## src/rtl/transformer_pkg.sv

```systemverilog
// transformer_pkg: shared types and width helpers for the attention sequencer.
package transformer_pkg;
  typedef enum logic [2:0] {ST_IDLE, ST_LOAD, ST_SCORE, ST_SMAX, ST_CTX, ST_DRAIN} mha_state_e;
  typedef enum logic {OP_SCORE = 1'b0, OP_CTX = 1'b1} mac_op_e;
  function automatic int cw(input int n);
    return n > 1 ? $clog2(n) : 1;
  endfunction
  function automatic int kw_f(input int seq, input int hd);
    return cw(seq > hd ? seq : hd);
  endfunction
endpackage

```

## src/rtl/mha_nest_cnt.sv

```systemverilog
// mha_nest_cnt: two-level wrapping counter; inner index runs fastest.
module mha_nest_cnt #(
  parameter int OW = 3,
  parameter int IW = 3
) (
  input  logic          clk,
  input  logic          rst_n,
  input  logic          clr_i,
  input  logic          en_i,
  input  logic [OW-1:0] o_lim_i,
  input  logic [IW-1:0] i_lim_i,
  output logic [OW-1:0] outer_o,
  output logic [IW-1:0] inner_o,
  output logic          first_o,
  output logic          last_o,
  output logic          wrap_o
);
  logic [OW-1:0] o_q, o_d;
  logic [IW-1:0] i_q, i_d;
  always_comb begin
    first_o = i_q == '0;
    last_o  = i_q == i_lim_i;
    wrap_o  = last_o && o_q == o_lim_i;
    i_d     = clr_i ? '0 : !en_i ? i_q : last_o ? '0 : i_q + IW'(1);
    o_d     = clr_i ? '0 : !(en_i && last_o) ? o_q : wrap_o ? '0 : o_q + OW'(1);
    outer_o = o_q;
    inner_o = i_q;
  end
  always_ff @(posedge clk or negedge rst_n) begin
    if (!rst_n) begin
      o_q <= '0;
      i_q <= '0;
    end else begin
      o_q <= o_d;
      i_q <= i_d;
    end
  end
endmodule

```

## src/rtl/mha_seq_ctrl.sv

```systemverilog
// mha_seq_ctrl: frame sequencer driving one shared MAC through per-head,
// per-row score / softmax / context phases, then draining output tokens.
module mha_seq_ctrl
  import transformer_pkg::*;
#(
  parameter int SEQ      = 8,
  parameter int EMB      = 32,
  parameter int HEADS    = 4,
  parameter int HEAD_DIM = EMB / HEADS,
  parameter int KW       = kw_f(SEQ, HEAD_DIM),
  localparam int SW      = cw(SEQ),
  localparam int HW      = cw(HEADS)
) (
  input  logic          clk,
  input  logic          rst_n,
  input  logic          start_i,
  input  logic          abort_i,
  input  logic          tok_valid_i,
  output logic          tok_ready_o,
  output logic [SW-1:0] tok_idx_o,
  output logic          mac_valid_o,
  input  logic          mac_ready_i,
  output logic          mac_op_o,
  output logic          mac_clr_o,
  output logic          mac_last_o,
  output logic [HW-1:0] mac_head_o,
  output logic [SW-1:0] mac_row_o,
  output logic [KW-1:0] mac_col_o,
  output logic [KW-1:0] mac_k_o,
  output logic          sm_start_o,
  input  logic          sm_done_i,
  output logic          out_valid_o,
  input  logic          out_ready_i,
  output logic [SW-1:0] out_idx_o,
  input  logic          cfg_we_i,
  output logic          cfg_wr_en_o,
  output logic          cfg_reject_o,
  output logic          busy_o,
  output logic          done_o
);
  mha_state_e state_q, state_d;
  logic [SW-1:0] load_q, load_d, out_q, out_d;
  logic sm_entry_q, sm_entry_d, done_q, done_d, rej_q, rej_d;
  logic in_mac, mac_fire, tok_fire, out_fire, cnt_clr;
  logic [KW-1:0] col, k, o_lim, i_lim;
  logic b_first, b_last, b_wrap;
  logic [HW-1:0] h;
  logic [SW-1:0] qt;
  logic r_first, r_last, r_wrap;

  assign cnt_clr = abort_i || state_q == ST_IDLE;
  assign o_lim   = state_q == ST_CTX ? KW'(HEAD_DIM - 1) : KW'(SEQ - 1);
  assign i_lim   = state_q == ST_CTX ? KW'(SEQ - 1) : KW'(HEAD_DIM - 1);

  // Beat loop; limits swap between SCORE (st, d) and CTX (d, s).
  mha_nest_cnt #(.OW(KW), .IW(KW)) u_beat (
    .clk(clk), .rst_n(rst_n), .clr_i(cnt_clr), .en_i(mac_fire),
    .o_lim_i(o_lim), .i_lim_i(i_lim), .outer_o(col), .inner_o(k),
    .first_o(b_first), .last_o(b_last), .wrap_o(b_wrap)
  );

  mha_nest_cnt #(.OW(HW), .IW(SW)) u_row (
    .clk(clk), .rst_n(rst_n), .clr_i(cnt_clr),
    .en_i(mac_fire && state_q == ST_CTX && b_wrap),
    .o_lim_i(HW'(HEADS - 1)), .i_lim_i(SW'(SEQ - 1)), .outer_o(h), .inner_o(qt),
    .first_o(r_first), .last_o(r_last), .wrap_o(r_wrap)
  );

  always_ff @(posedge clk or negedge rst_n) begin
    if (!rst_n) begin
      state_q    <= ST_IDLE;
      load_q     <= '0;
      out_q      <= '0;
      sm_entry_q <= 1'b0;
      done_q     <= 1'b0;
      rej_q      <= 1'b0;
    end else begin
      state_q    <= state_d;
      load_q     <= load_d;
      out_q      <= out_d;
      sm_entry_q <= sm_entry_d;
      done_q     <= done_d;
      rej_q      <= rej_d;
    end
  end

  always_comb begin
    state_d = state_q;
    case (state_q)
      ST_IDLE:  if (start_i) state_d = ST_LOAD;
      ST_LOAD:  if (tok_fire && load_q == SW'(SEQ - 1)) state_d = ST_SCORE;
      ST_SCORE: if (mac_fire && b_wrap) state_d = ST_SMAX;
      ST_SMAX:  if (!sm_entry_q && sm_done_i) state_d = ST_CTX;
      ST_CTX:   if (mac_fire && b_wrap) state_d = r_wrap ? ST_DRAIN : ST_SCORE;
      ST_DRAIN: if (out_fire && out_q == SW'(SEQ - 1)) state_d = ST_IDLE;
      default:  state_d = ST_IDLE;
    endcase
    if (abort_i) state_d = ST_IDLE;
    load_d     = abort_i || state_q != ST_LOAD ? '0 : load_q + SW'(tok_fire);
    out_d      = abort_i || state_q != ST_DRAIN ? '0 : out_q + SW'(out_fire);
    // The entry flag masks a softmax done that arrives with the start pulse.
    sm_entry_d = state_q == ST_SCORE && state_d == ST_SMAX;
    done_d     = state_q == ST_DRAIN && state_d == ST_IDLE && !abort_i;
    rej_d      = cfg_we_i && state_q != ST_IDLE;
  end

  always_comb begin
    in_mac       = state_q == ST_SCORE || state_q == ST_CTX;
    mac_valid_o  = in_mac;
    mac_op_o     = state_q == ST_CTX ? OP_CTX : OP_SCORE;
    mac_clr_o    = in_mac && b_first;
    mac_last_o   = in_mac && b_last;
    mac_head_o   = in_mac ? h : '0;
    mac_row_o    = in_mac ? qt : '0;
    mac_col_o    = in_mac ? col : '0;
    mac_k_o      = in_mac ? k : '0;
    mac_fire     = in_mac && mac_ready_i;
    tok_ready_o  = state_q == ST_LOAD;
    tok_idx_o    = state_q == ST_LOAD ? load_q : '0;
    tok_fire     = state_q == ST_LOAD && tok_valid_i;
    out_valid_o  = state_q == ST_DRAIN;
    out_idx_o    = state_q == ST_DRAIN ? out_q : '0;
    out_fire     = state_q == ST_DRAIN && out_ready_i;
    sm_start_o   = state_q == ST_SMAX && sm_entry_q;
    cfg_wr_en_o  = state_q == ST_IDLE && cfg_we_i;
    cfg_reject_o = rej_q;
    busy_o       = state_q != ST_IDLE;
    done_o       = done_q;
  end
endmodule

```

## config.mk

```make
export PLATFORM = sky130hd
export DESIGN_NAME = mha_seq_ctrl
export DESIGN_NICKNAME = d
export VERILOG_FILES = /design/src/rtl/transformer_pkg.sv /design/src/rtl/mha_nest_cnt.sv /design/src/rtl/mha_seq_ctrl.sv
export SDC_FILE = /design/constraint.sdc
export NUM_CORES = 1
export LEC_CHECK = 0
export BUFFER_PORTS_ARGS = -buffer_cell sky130_fd_sc_hd__buf_2
export CORE_MARGIN = 1.5
export CORE_UTILIZATION = 54
export CTS_CLUSTER_SIZE = 8
export DETAILED_ROUTE_END_ITERATION = 16
export MAX_ROUTING_LAYER = met4
export PLACE_DENSITY = 0.83
export SLEW_MARGIN = 5
export SYNTH_ARGS = -nofsm -noshare
export SYNTH_HDL_FRONTEND = slang
export SYNTH_HIERARCHICAL = 1
export SYNTH_SLANG_ARGS = --single-unit
```

## constraint.sdc

```tcl
create_clock -name clk -period 3.1 [get_ports clk]
set_input_delay 0.62 -clock clk [delete_from_list [all_inputs] [get_ports clk]]
set_output_delay 0.62 -clock clk [all_outputs]
set_load 0.01 [all_outputs]
```

# ---- Yosys cells after proc, flatten, opt, wreduce, memory -nomap -nowiden
# Cells that the tools add are included.
dict set report totals {
  register_bits 23
  input_bits 9
}
dict set report classes {
  eq_ne 14
  n_addsub 6
  n_reduce_logical 35
  muxes 30
}
# operator count
set ops {}
lappend ops {{two-way mux 3 bit} 24}
lappend ops {{== test 3 bit (second input constant)} 7}
lappend ops {{logical AND 1 bit} 21}
lappend ops {{one-hot mux 3 bit (6 select lines)} 1}
lappend ops {{adder 3 x 1 -> 3 bit (second input constant)} 3}
lappend ops {{== test 3 x 2 -> 1 bit (second input constant)} 3}
lappend ops {{zero test 3 bit} 3}
lappend ops {{two-way mux 2 bit} 4}
lappend ops {{nonzero test 2 bit} 4}
lappend ops {{adder 3 x 1 -> 3 bit} 2}
lappend ops {{logical OR 1 bit} 4}
lappend ops {{== test 3 x 1 -> 1 bit (second input constant)} 1}
lappend ops {{inequality test 3 x 1 -> 1 bit (second input constant)} 1}
lappend ops {{inequality test 3 bit (second input constant)} 1}
lappend ops {{nonzero test 3 bit} 1}
lappend ops {{adder 2 x 1 -> 2 bit (second input constant)} 1}
lappend ops {{== test 2 bit (second input constant)} 1}
lappend ops {{zero test 1 bit} 2}
lappend ops {{two-way mux 1 bit} 1}

# ---- Longest topological paths before layout
dict set report depth {
  ltp_word 10
  depth_mapped 9
  ltp_nobuf 9
}

# ---- Modules after synthesis
# Netlist, hierarchy kept.
# module area_per_inst_um2 seq_area_each_um2 cells_per_inst n_inst
set modules_own_cells {}
lappend modules_own_cells {mha_seq_ctrl 874.6 300.3 98 1}
lappend modules_own_cells {{mha_nest_cnt at u_beat} 439.2 150.1 46 1}
lappend modules_own_cells {{mha_nest_cnt at u_row} 342.8 125.1 39 1}

# ---- Worst setup path after synthesis
# No wires, ideal clock.
dict set report synth_path {
  path_type {flip-flop to flip-flop}
  from {reg u_beat.i_q[0] (netlist: u_beat/inner_o[0])}
  to {reg u_row.o_q[1] (netlist: u_row/outer_o[1])}
  t_arrival_ps 2251
  setup_ps 82
  path_stages_with_launch 9
  slack_ps 767
  synth_period_minus_slack_ps 2333
  required_time_ps 3018
  n_path_buf 0
  cell_sequence {dfrtp_1 xnor2_2 nand3_1 nor2_1 nand2_1 nor3_1 nand4_1 or4b_1 a31oi_1}
}
dict set report synth_via {
  elab_chain_len 5
}
# element line_no
set synth_rtl {}
lappend synth_rtl {{start: declaration} mha_nest_cnt.sv:19} ;# logic [IW-1:0] i_q, i_d;
lappend synth_rtl {{start signal: assignment} mha_nest_cnt.sv:35} ;# i_q <= i_d;
lappend synth_rtl {{== test 3 bit} mha_nest_cnt.sv:22} ;# last_o = i_q == i_lim_i;
lappend synth_rtl {{logical AND 1 bit} mha_nest_cnt.sv:23} ;# wrap_o = last_o && o_q == o_lim_i;
lappend synth_rtl {{via b_wrap} mha_seq_ctrl.sv:46} ;# logic b_first, b_last, b_wrap;
lappend synth_rtl {{logical AND 1 bit} mha_seq_ctrl.sv:64} ;# .en_i(mac_fire && state_q == ST_CTX && b_wrap),
lappend synth_rtl {{logical AND 1 bit} mha_nest_cnt.sv:25} ;# o_d = clr_i ? '0 : !(en_i && last_o) ? o_q : wrap_o ? '0 : o_q + OW'(1);
lappend synth_rtl {{nonzero test 2 bit (no line)} -}
lappend synth_rtl {{end signal: assignment} mha_nest_cnt.sv:31} ;# o_q <= '0;
lappend synth_rtl {{end signal: assignment} mha_nest_cnt.sv:34} ;# o_q <= o_d;
lappend synth_rtl {{end: declaration} mha_nest_cnt.sv:18} ;# logic [OW-1:0] o_q, o_d;
# The timed path passes the listed nets, and every way through them passes these cells.
# A chain may end at the register's enable or synchronous reset.

# ---- Final worst setup path
dict set report layout_path {
  from {reg state_q[0]}
  to {out tok_idx_o[1]}
}
dict set report layout_via {
  elab_chain_len 2
}
# element line_no
set layout_rtl {}
lappend layout_rtl {{start: declaration} mha_seq_ctrl.sv:41} ;# mha_state_e state_q, state_d;
lappend layout_rtl {{start signal: assignment} mha_seq_ctrl.sv:78} ;# state_q <= state_d;
lappend layout_rtl {{== test 3 x 1 -> 1 bit} mha_seq_ctrl.sv:119} ;# tok_idx_o = state_q == ST_LOAD ? load_q : '0;
lappend layout_rtl {{two-way mux 3 bit} mha_seq_ctrl.sv:119}
lappend layout_rtl {{end: declaration} mha_seq_ctrl.sv:20} ;# output logic [SW-1:0] tok_idx_o,
# Every way passes these cells.

==> flow_summary.yaml <==
place:
  placedCellCount: 255
  port_buffers: 36
  placed_area_um2: 1880
  dp_hpwl_um: 2380
  gp_congestion: 0.905
timing:
  finalClockSkew_ns: 0.00661
  rsz0062_at_grt: "false"
  finalSetupViolCount: 0
  fin_tns_setup_ns: 0
  period_share_pct: 78.0
  hold-worst-slack_ns: 0.269
  slew_viol_final: 0
  finalCriticalPeriod_ns: 2.42
  finalHoldViolCount: 0
  fmax_mhz: 414
  worst_slew_pin_slew_ns: 0.536
  slew_headroom_pct: 64.3
pwr:
  powerDensity_nw_per_um2: 279
  swShare_pct: 27.6
  pwr-share-clk_pct: 26.6
  intPower_mw: 0.386
  p_leak_nw: 0.935
  power.switching_mw: 0.147
  total_power_mw: 0.533
  p_seq_share_pct: 59.0
  peakVddDrop_uv: 171
  pwr-share-comb_pct: 14.4
die:
  fp.dieH_um: 58.2
  die_x_um: 58.2
  die_area_um2: 3390
  row_count: 19
  pin_count: 37
  start_util_pct: 58.2
  design.core.area_um2: 2830
detailed_routing:
  wl_per_cell_um: 12.1
  drt_iter0_markers: 46
  viasPerCell: 5.25
  first_pass_iters: 11
  ant_nets: 0
  vias: 1360
  wl_um: 3130
  drc: 3
global_route:
  antenna_found_initial: 0
  grt_max_degree: 24
  grt_pass1_wl_um: 5200
  grt_pass1_vias: 1196
  grtUsageTotal_pct: 20.6
  overflow: 0
synth:
  syn_area_um2: 1650
  yosysWarnings: 6
  avgSynthCellArea_um2: 9.09
  synth_cells: 181
critical_path:
  cp_data_arrival_time_ns: 1.80
  slowest_delay_ns: 0.66
  worstPathCellList: "or3b_4 -> inv_1 -> and2_1 -> buf_2"
  crit_required_ns: 2.48
  crit_buf_inv: 2
  worstSetupPathType: "flip-flop to output port"
  critical-path-top-delay-family: "flip-flops"
  crit_slowest_cell: "dfrtp_1"
  end_kind: "output port"
  critPathMaxFanout: 15
  start_kind: "flip-flop"
  reg2reg_slack_ns: 0.75
clock_tree:
  cts_resized: 0
  cts_hold_buf: 0
  numCtsBuffers: 3
  clk_pin_slew_worst_paths_ns: 0.13
  clockRootBuffer: "clkbuf_4"
  clock_sinks: 23
  postCtsSetupBuffers: 0
  htree_levels: 1
  cts_tree: "done"
  cts_buffer_depth: 2
  clock_latency_ns: 0.31
job:
  drv_cap: 0
layout:
  num_antenna_cells: 0
  area_growth_pct: 16.1
  nets: 247
  final_cells: 259
  drive_gt1_share_pct: 23.2
  nFillCells: 258
  multi_input_area_um2: 1030
  regArea_um2: 576
  final_cell_area_um2: 1910
outcome:
  violations: "DRC"
  outcome: "finished, violations left"
hold_path:
  hold_path_class: "input port to async pin"
layout make-up:
| type | count | area share (%) |
|---|---|---|
| flip-flops and latches | 23 | 30.1 |
| clock buffers | 4 | 1.38 |
| inverters | 13 | 2.55 |
| well taps | 31 | 2.03 |
| multi-input cells | 150 | 53.7 |
| repair buffers | 38 | 10.2 |
placed cells by master (no fill, tap or decap), drive strengths merged:
cell	instances
o31ai	3
nand3	9
and4	2
o2bb2ai	1
a221oi	1
conb	11
o32ai	1
a21oi	12
nor2	11
o22ai	1
and2b	1
and2	27
mux2i	4
nand3b	3
clkbuf	4
buf	38
nor4	2
or4b	2
o21ai	1
nor3	4
a211oi	1
a21o	1
or2	1
inv	13
or2b	4
nand4	2
xnor2	13
ha	9
nor2b	4
dfrtp	23
or3b	3
nand2b	3
a31oi	2
nand2	11
layer usage:
metal,global-route usage [%],wire (um),vias up,part of all wire (%)
met5,-,0,-,0
met4,6.98,38,0,1.2
met3,2.23,126,4,4.0
met2,35.2,1500,30,48
met1,25.5,1470,631,47
li1,-,-,695,-
metrics by stage:
stage	utilization, %	setup slack, ns
floorplan	-	0.767
global placement	66.6	0.851
detailed placement	66.6	0.765
CTS	67.5	0.693
global route	67.5	0.508
finish	67.5	0.682
path summary, 6_finish.rpt:
check / from / to / cells after the start
min in group clk: cfg_we_i / cfg_reject_o / 2
worst min register to register: load_q[2] / load_q[2] / 2
worst min-delay path: rst_n / state_q[1] / 1
worst max register to register: state_q[1] / u_beat/outer_o[2] / 7
max in group asynchronous: rst_n / u_beat/inner_o[2] / 1
worst max-delay path: state_q[0] / tok_idx_o[1] / 4
worst register-to-register path, stage by stage (launching register included):
cell and delay, ns:
dfrtp_1 0.53, nand2b_1 0.29, a21oi_2 0.15, buf_4 0.19
and2_1 0.27, nand4_2 0.19, or4b_1 0.50, a31oi_1 0.16
power by group through the flow:
stage          combinational, mW  sequential [mW]  clock, mW
3_3_place_gp              0.0755            0.320          0
4_1_cts                   0.0773            0.314      0.148
3_5_place_dp              0.0771            0.320          0
6_report                  0.0766            0.315      0.142
5_1_grt                   0.0867            0.316      0.159
2_1_floorplan             0.0554            0.315          0
flip-flops by register name (all words and copies together), names as in the netlist:
name / count
u_beat/inner_o: 3
out_q: 3
u_row/outer_o: 2
u_row/inner_o: 3
sm_entry_q: 1
state_q: 3
u_beat/outer_o: 3
load_q: 3
cfg_reject_o: 1
done_o: 1
Note: power is estimated with default switching activity, not from simulation.
